==> config.mk <==
export PLATFORM = sky130hd
export DESIGN_NAME = multiword_add_seq
export DESIGN_NICKNAME = d
export VERILOG_FILES = /design/src/rtl/multiword_add_seq.sv
export SDC_FILE = /design/constraint.sdc
export NUM_CORES = 1
export LEC_CHECK = 0
export ABC_AREA = 0
export CAP_MARGIN = 20
export CELL_PAD_IN_SITES_DETAIL_PLACEMENT = 1
export CELL_PAD_IN_SITES_GLOBAL_PLACEMENT = 1
export CORE_MARGIN = 1.5
export CORE_UTILIZATION = 34
export CTS_CLUSTER_SIZE = 25
export DETAILED_ROUTE_END_ITERATION = 8
export GPL_TIMING_DRIVEN = 0
export PLACE_DENSITY = 0.78
export SYNTH_ARGS = -nofsm -noshare
export SYNTH_HDL_FRONTEND = slang
export SYNTH_SLANG_ARGS = --single-unit
==> constraint.sdc <==
create_clock -name clk -period 3.1 [get_ports clk]
set_clock_uncertainty 0.2 [all_clocks]
set_input_delay 0.62 -clock clk [delete_from_list [all_inputs] [get_ports clk]]
set_output_delay 0.62 -clock clk [all_outputs]
set_load 0.02 [all_outputs]
==> src/rtl/multiword_add_seq.sv <==
// multiword_add_seq
//   Wide adder built from one WIDTH-bit ripple-carry adder. An N = WIDTH*WORDS
//   bit addition is processed one chunk per cycle, least significant chunk
//   first. A carry register links each chunk to the next.
//
//   Optional feature macro: SIGNED_OVF_EN adds the ovf output, which flags
//   two's-complement overflow of the full N-bit result.
//
// Ports
//   clk        in   1  rising-edge clock
//   rst        in   1  synchronous active-high reset
//   in_valid   in   1  operand set valid
//   in_ready   out  1  block idle and able to accept operands
//   a, b       in   N  operands
//   c_in       in   1  initial carry-in
//   out_valid  out  1  result valid; held until out_ready
//   out_ready  in   1  consumer accepts the result
//   sum        out  N  (a+b+c_in) mod 2^N
//   c_out      out  1  carry out of bit N-1
//   ovf        out  1  signed overflow (SIGNED_OVF_EN only)
module multiword_add_seq #(
  parameter int WIDTH = 4,
  parameter int WORDS = 4
) (
  input  logic                   clk,
  input  logic                   rst,
  input  logic                   in_valid,
  output logic                   in_ready,
  input  logic [WIDTH*WORDS-1:0] a,
  input  logic [WIDTH*WORDS-1:0] b,
  input  logic                   c_in,
  output logic                   out_valid,
  input  logic                   out_ready,
  output logic [WIDTH*WORDS-1:0] sum,
  output logic                   c_out
`ifdef SIGNED_OVF_EN
  ,
  output logic                   ovf
`endif
);

  localparam int N     = WIDTH * WORDS;
  localparam int IDX_W = (WORDS > 1) ? $clog2(WORDS) : 1;

  typedef enum logic [1:0] {
    ST_IDLE,
    ST_RUN,
    ST_DONE
  } state_t;

  state_t             state_q, state_d;
  logic [N-1:0]       a_q, a_d;
  logic [N-1:0]       b_q, b_d;
  logic               carry_q, carry_d;
  logic [IDX_W-1:0]   idx_q, idx_d;
  logic [N-1:0]       sum_q, sum_d;
  logic               c_out_q, c_out_d;
  logic               out_valid_q, out_valid_d;
`ifdef SIGNED_OVF_EN
  logic               ovf_q, ovf_d;
`endif

  logic [31:0]        base;
  logic [WIDTH-1:0]   chunk_a;
  logic [WIDTH-1:0]   chunk_b;
  logic [WIDTH-1:0]   chunk_sum;
  logic               chunk_co;
  logic               rc;

  // Chunk adder: explicit ripple-carry over the currently selected chunk.
  always_comb begin
    base      = 32'(idx_q) * WIDTH;
    chunk_a   = a_q[base +: WIDTH];
    chunk_b   = b_q[base +: WIDTH];
    chunk_sum = '0;
    rc        = carry_q;
    for (int unsigned i = 0; i < WIDTH; i++) begin
      chunk_sum[i] = chunk_a[i] ^ chunk_b[i] ^ rc;
      rc           = (chunk_a[i] & chunk_b[i]) | (rc & (chunk_a[i] ^ chunk_b[i]));
    end
    chunk_co = rc;
  end

  always_comb begin
    state_d     = state_q;
    a_d         = a_q;
    b_d         = b_q;
    carry_d     = carry_q;
    idx_d       = idx_q;
    sum_d       = sum_q;
    c_out_d     = c_out_q;
    out_valid_d = out_valid_q;
`ifdef SIGNED_OVF_EN
    ovf_d       = ovf_q;
`endif
    case (state_q)
      ST_IDLE: begin
        if (in_valid) begin
          a_d     = a;
          b_d     = b;
          carry_d = c_in;
          idx_d   = '0;
          state_d = ST_RUN;
        end
      end
      ST_RUN: begin
        sum_d[base +: WIDTH] = chunk_sum;
        carry_d              = chunk_co;
        if (idx_q == IDX_W'(WORDS - 1)) begin
          c_out_d     = chunk_co;
          out_valid_d = 1'b1;
          idx_d       = '0;
          state_d     = ST_DONE;
`ifdef SIGNED_OVF_EN
          // The final chunk supplies the result MSB, so test it directly.
          ovf_d = (a_q[N-1] == b_q[N-1]) && (chunk_sum[WIDTH-1] != a_q[N-1]);
`endif
        end else begin
          idx_d = idx_q + IDX_W'(1);
        end
      end
      ST_DONE: begin
        if (out_ready) begin
          out_valid_d = 1'b0;
          state_d     = ST_IDLE;
        end
      end
      default: state_d = ST_IDLE;
    endcase
  end

  always_ff @(posedge clk) begin
    if (rst) begin
      state_q     <= ST_IDLE;
      a_q         <= '0;
      b_q         <= '0;
      carry_q     <= 1'b0;
      idx_q       <= '0;
      sum_q       <= '0;
      c_out_q     <= 1'b0;
      out_valid_q <= 1'b0;
`ifdef SIGNED_OVF_EN
      ovf_q       <= 1'b0;
`endif
    end else begin
      state_q     <= state_d;
      a_q         <= a_d;
      b_q         <= b_d;
      carry_q     <= carry_d;
      idx_q       <= idx_d;
      sum_q       <= sum_d;
      c_out_q     <= c_out_d;
      out_valid_q <= out_valid_d;
`ifdef SIGNED_OVF_EN
      ovf_q       <= ovf_d;
`endif
    end
  end

  assign in_ready  = (state_q == ST_IDLE);
  assign out_valid = out_valid_q;
  assign sum       = sum_q;
  assign c_out     = c_out_q;
`ifdef SIGNED_OVF_EN
  assign ovf       = ovf_q;
`endif

endmodule

======== Yosys cells after proc, flatten, opt, wreduce, memory -nomap -nowiden ========
Cells that the tools add are included.
storage, ports and cells
  bits in registers ....................... 55
  logic and storage cells ................. 61
  output and inout bits ................... 19
cells by class
  $add $sub $neg .......................... 2
  multiplexer cells ....................... 13
  shifts and indexed selects .............. 4
  bitwise logic cells ..................... 20
  eq/ne operators ......................... 6
  reductions and logical operators ........ 8
operators by type and width
  kind                                                   number
  negator 4 -> 34 bit                                    1
  variable shift 4 x 34 -> 16 bit, first input constant  1
  indexed part select 4 x 34 -> 16 bit                   1
  indexed part select 16 x 5 -> 4 bit                    2
  bitwise mux 16 bit                                     1
  2-to-1 mux 2 bit                                       5
  bitwise AND 1 bit                                      8
  bitwise XOR 1 bit                                      8
  != test 2 bit, second input constant                   3
  one-hot mux 2 bit (3 select lines)                     1
  AND reduction 2 bit                                    3
  AND reduction 3 bit                                    2
  == test 2 bit, second input constant                   2
  bitwise OR 1 bit                                       4
  one-hot mux 1 bit (2 select lines)                     2
  one-hot mux 2 bit (2 select lines)                     1
  nonzero test 2 bit                                     2
  2-to-1 mux 1 bit                                       3
  adder 2 x 1 -> 2 bit, second input constant            1
  == test 2 x 1 -> 1 bit, second input constant          1
  zero test 2 bit                                        1

======== Logic depth before layout (Yosys ltp) ========
  depth after elaboration ................. 11
  mapped depth ............................ 11

======== Least setup slack after synthesis ========
OpenSTA, ideal clock, no wires.
  path kind ............................... flip-flop to flip-flop
  start point ............................. register idx_q[1]
  end point ............................... register sum_q[15] (netlist: sum[15])
  clock period less this slack ............ 3.003 ns
  setup slack ............................. 0.097 ns
  arrival time ............................ 2.711 ns
  path buffers ............................ 1
  stages on the path, launching flop included .. 11
  cell sequence ........................... dfxtp_1 > buf_2 > mux4_2 > fa_1 > inv_1 > fa_1 > fa_1 > inv_1 > fa_1 > inv_1 > o32ai_1
between the ends
  word-level cells in the longest chain between the ends .. 11
  elaborated cells on any way between the ends .. 23
  those cells by class .................... add/sub: 1; shift: 4; mux: 1; bitwise: 17
ends and longest elaborated chain
  item                                                    RTL line  source
  from (decl)                                             55        logic [IDX_W-1:0] idx_q, idx_d;
  from (signal assigned)                                  150       idx_q <= idx_d;
  indexed part select 16 x 5 -> 4 bit (on tied branches)  73, 74
  bitwise XOR 1 bit                                       78, 79
  bitwise AND 1 bit                                       79        rc = (chunk_a[i] & chunk_b[i]) | (rc & (chunk_a[i] ^ chunk_b[i]));
  bitwise OR 1 bit                                        79
  bitwise AND 1 bit                                       79
  bitwise OR 1 bit                                        79
  bitwise AND 1 bit                                       79
  bitwise OR 1 bit                                        79
  bitwise XOR 1 bit                                       78        chunk_sum[i] = chunk_a[i] ^ chunk_b[i] ^ rc;
  indexed part select 4 x 34 -> 16 bit                    107       sum_d[base +: WIDTH] = chunk_sum;
  bitwise mux 16 bit *                                    107
  to (signal assigned)                                    151       sum_q <= sum_d;
  to (decl)                                               56        logic [N-1:0] sum_q, sum_d;
Every way passes the cells marked *; elsewhere a longest branch is shown, timed or not.
A chain may end at the register's enable or synchronous reset.

======== Final worst setup path ========
Ends and elaborated chain as after synthesis.

==> metrics.txt <==
# TYPE chip_impl_metric gauge
chip_impl_metric{name="synth.cell_area",unit="sq um"} 2510
chip_impl_info{name="tritoncts",value="done"} 1
chip_impl_metric{name="hold_ws",unit="ps"} 256
chip_impl_metric{name="layout-area-overhead-vs-synth",unit="%"} 35.8
chip_impl_metric{name="globalRoute.totalOverflow",unit=""} 0
chip_impl_metric{name="final_hold_viol_count",unit=""} 0
chip_impl_metric{name="drt_pre_antenna_iters",unit=""} 4
chip_impl_metric{name="initial_standard_cell_utilization_of_the_core",unit="%"} 34.8
chip_impl_metric{name="timing.critical_path.arrival",unit="ps"} 3040
chip_impl_info{name="clk_root_buffer_cell",value="sky130_fd_sc_hd__clkbuf_8"} 1
chip_impl_metric{name="ys_async_sr_fraction",unit="%"} 0
chip_impl_metric{name="routedWlPerCell",unit="microns"} 14.5
chip_impl_metric{name="timing.critical_path.required",unit="ps"} 3130
chip_impl_info{name="run_status",value="complete, no violations"} 1
chip_impl_metric{name="max_fclk",unit="GHz"} 0.332
chip_impl_metric{name="antenna_found_initial",unit=""} 0
chip_impl_metric{name="yosys_register_bits",unit=""} 55
chip_impl_metric{name="via_count",unit=""} 2161
chip_impl_metric{name="net_count_after_synthesis",unit=""} 326
chip_impl_metric{name="ant_nets",unit=""} 0
chip_impl_metric{name="grt_usage",unit="%"} 17.9
chip_impl_metric{name="final_cell_area",unit="sq um"} 3410
chip_impl_metric{name="utilization",unit="%"} 47.3
chip_impl_info{name="critPathLaunchType",value="register"} 1
chip_impl_metric{name="count_of_routing_violations_after_the_opening_detailed_route_iteration",unit=""} 65
chip_impl_metric{name="period_minus_slack",unit="ps"} 3010
chip_impl_metric{name="leakagePower",unit="uW"} 0.00127
chip_impl_metric{name="cts.sinks",unit=""} 55
chip_impl_metric{name="drive_above_1_share",unit="%"} 13.7
chip_impl_metric{name="place_area",unit="sq um"} 3190
chip_impl_metric{name="path_max_fanout",unit=""} 4
chip_impl_metric{name="cts-buffers-inserted",unit=""} 5
chip_impl_info{name="hold_class",value="register to register"} 1
chip_impl_metric{name="fp.dieArea",unit="sq um"} 7910
chip_impl_metric{name="max-vdd-ir-drop",unit="mV"} 0.227
chip_impl_metric{name="finalWeightedCongestion",unit=""} 0.811
chip_impl_metric{name="netlist_instances",unit=""} 279
chip_impl_metric{name="std_cell_rows",unit=""} 31
chip_impl_info{name="dominantRegCellSynth",value="sky130_fd_sc_hd__dfxtp_1"} 1
chip_impl_info{name="mostFrequentLayoutCell",value="sky130_fd_sc_hd__nand2_1"} 1
chip_impl_metric{name="first_global_vias",unit=""} 2244
chip_impl_metric{name="number_of_hold_buffers_added_after_cts",unit=""} 0
chip_impl_metric{name="drt_wl_total",unit="mm"} 6.49
chip_impl_metric{name="clockBufferDepth",unit=""} 2
chip_impl_metric{name="die_width",unit="microns"} 89.0
chip_impl_metric{name="finish.net_count",unit=""} 396
chip_impl_metric{name="buffer_ports.inserted",unit=""} 55
chip_impl_metric{name="final.fill_count",unit=""} 875
chip_impl_metric{name="post_synth.cell_area_avg",unit="sq um"} 9.01
chip_impl_metric{name="maximum_number_of_pins_on_one_net_before_global_route_repair",unit=""} 17
chip_impl_info{name="crit_path_end_kind",value="register"} 1
chip_impl_metric{name="post-dp-hpwl",unit="mm"} 4.76
chip_impl_metric{name="ys.warnings.count",unit=""} 0
chip_impl_metric{name="drv_cap",unit=""} 0
chip_impl_metric{name="yosys.cell_types.count",unit=""} 32
chip_impl_metric{name="yosysSeqAreaShare",unit="%"} 43.8
chip_impl_metric{name="detail_route.drc_violations",unit=""} 0
chip_impl_metric{name="p_per_area",unit="nW/um^2"} 441
chip_impl_metric{name="worst_slew_pin_slew",unit="ps"} 547
chip_impl_metric{name="worst_skew_pair.late_latency",unit="ps"} 310
chip_impl_info{name="critPathKind",value="register to register"} 1
chip_impl_metric{name="worst_setup_hold_path_clk_slew",unit="ps"} 100
chip_impl_metric{name="final_count_of_negative_setup_slack_endpoints",unit=""} 0
chip_impl_info{name="unrepaired_setup_endpoints_after_global_routing",value="yes"} 1
chip_impl_metric{name="final_min_period_over_clock_period",unit="%"} 97.1
chip_impl_metric{name="htreeDepth",unit=""} 2
chip_impl_metric{name="slew_viol_final",unit=""} 0
chip_impl_metric{name="design_power_total",unit="uW"} 1510
chip_impl_metric{name="route.detailed.vias_per_inst",unit=""} 4.81
chip_impl_metric{name="slew_headroom",unit="%"} 63.6
chip_impl_metric{name="design.portCount",unit=""} 56
chip_impl_metric{name="synth_edf_count",unit=""} 0
chip_impl_metric{name="finalSetupTns",unit="ps"} 0
chip_impl_info{name="final_cell_mix",value="74 x sky130_fd_sc_hd__nand2_1, 55 x sky130_fd_sc_hd__clkdlybuf4s50_1, 53 x sky130_fd_sc_hd__dfxtp_1"} 1
chip_impl_metric{name="antenna_cells_inserted",unit=""} 0
chip_impl_metric{name="fp.dieH",unit="microns"} 89.0
chip_impl_metric{name="core-area",unit="sq um"} 7210
chip_impl_metric{name="first_pass_grt_wire_length",unit="mm"} 10.9
synth_stat cells (3+ instances only):
cell type                  instances  area, sq um
sky130_fd_sc_hd__and3b_1           3         26.3
sky130_fd_sc_hd__nand4_1           8         50.1
sky130_fd_sc_hd__fa_1              4         80.1
sky130_fd_sc_hd__nor2_1           10         37.5
sky130_fd_sc_hd__a21oi_1          44          220
sky130_fd_sc_hd__dfxtp_1          55         1100
sky130_fd_sc_hd__ha_1              6         75.1
sky130_fd_sc_hd__nand3b_1          4         30.0
sky130_fd_sc_hd__nand2_1          74          278
sky130_fd_sc_hd__o32ai_1           4         35.0
sky130_fd_sc_hd__a32oi_1           4         35.0
sky130_fd_sc_hd__nand2b_1          5         31.3
sky130_fd_sc_hd__clkbuf_1          5         18.8
sky130_fd_sc_hd__mux4_2            8          180
sky130_fd_sc_hd__buf_6             5         56.3
sky130_fd_sc_hd__buf_2             6         30.0
sky130_fd_sc_hd__inv_1            15         56.3
metal layers:
layer  wire, microns  GRT usage (%)  share of wire [%]  up-vias
li1                -              -                  -     1084
met1            2980           22.4                 46     1031
met2            3290           33.0                 51       42
met3             191           3.05                2.9        4
met4              28           2.52               0.43        0
met5               0              0                  0        -
repair_timing:
item | CTS | global route
endpoints found under the setup margin | 6 | 4
pin swaps | 1 | 2
buffers inserted | 5 | 3
resized for setup | 10 | 5
path summary, 6_finish.rpt:
path,to,from,cells after the start,slack (ps)
worst max-delay path,sum[15],idx_q[1],10,90
worst min-delay path,sum[6],sum[6],2,260
worst max register to register,sum[15],idx_q[1],10,90
worst min register to register,sum[6],sum[6],2,260
power by group:
group / internal [uW] / switching, uW / leakage [uW] / total, uW
registers: 736 / 17.6 / 0.000450 / 753
logic: 129 / 129 / 0.000761 / 258
clock network: 262 / 233 / 0.0000612 / 495
total: 1130 / 379 / 0.00127 / 1510
critical path, stage by stage (launching register included):
cell                      delay, ps
sky130_fd_sc_hd__dfxtp_4        370
sky130_fd_sc_hd__buf_12         100
sky130_fd_sc_hd__mux4_2         520
sky130_fd_sc_hd__fa_2           360
sky130_fd_sc_hd__inv_1           70
sky130_fd_sc_hd__fa_2           190
sky130_fd_sc_hd__fa_2           170
sky130_fd_sc_hd__inv_1           50
sky130_fd_sc_hd__fa_2           590
sky130_fd_sc_hd__inv_1           70
sky130_fd_sc_hd__o32ai_2        240
cell families after synthesis:
kind of cell	Yosys count	share of synthesized area (%)
AO/OA/AOI/OAI	57	13.1
adder cells (fa/ha/maj)	10	6.18
buffers and inverters	35	7.62
flip-flops	55	43.8
multiplexers	10	7.97
AND/OR/NAND/NOR	112	21.3
registers in the layout (all words and copies together), names as in the netlist:
name and cells:
b_q 16, idx_q 2, c_out 1, out_valid 1
a_q 16, sum 16, carry_q 1, state_q 2
through the flow:
stage	cells	worst slack (ps)
after floorplan	279	97.1
after global placement	433	-220
after detailed placement	433	-258
after CTS	446	46.4
after global routing	449	-12.6
final	449	90.2
layout make-up:
class | instances | area, sq um | share of cell area, %
tap | 99 | 124 | 3.63
inverter | 15 | 56.3 | 1.65
multi-input combinational | 189 | 1240 | 36.3
clock inverter | 2 | 35.0 | 1.03
sequential | 55 | 1110 | 32.5
buffer | 20 | 154 | 4.51
clock buffer | 6 | 82.6 | 2.42
timing repair buffer | 63 | 614 | 18.0
(Power assumes the default switching activity.)
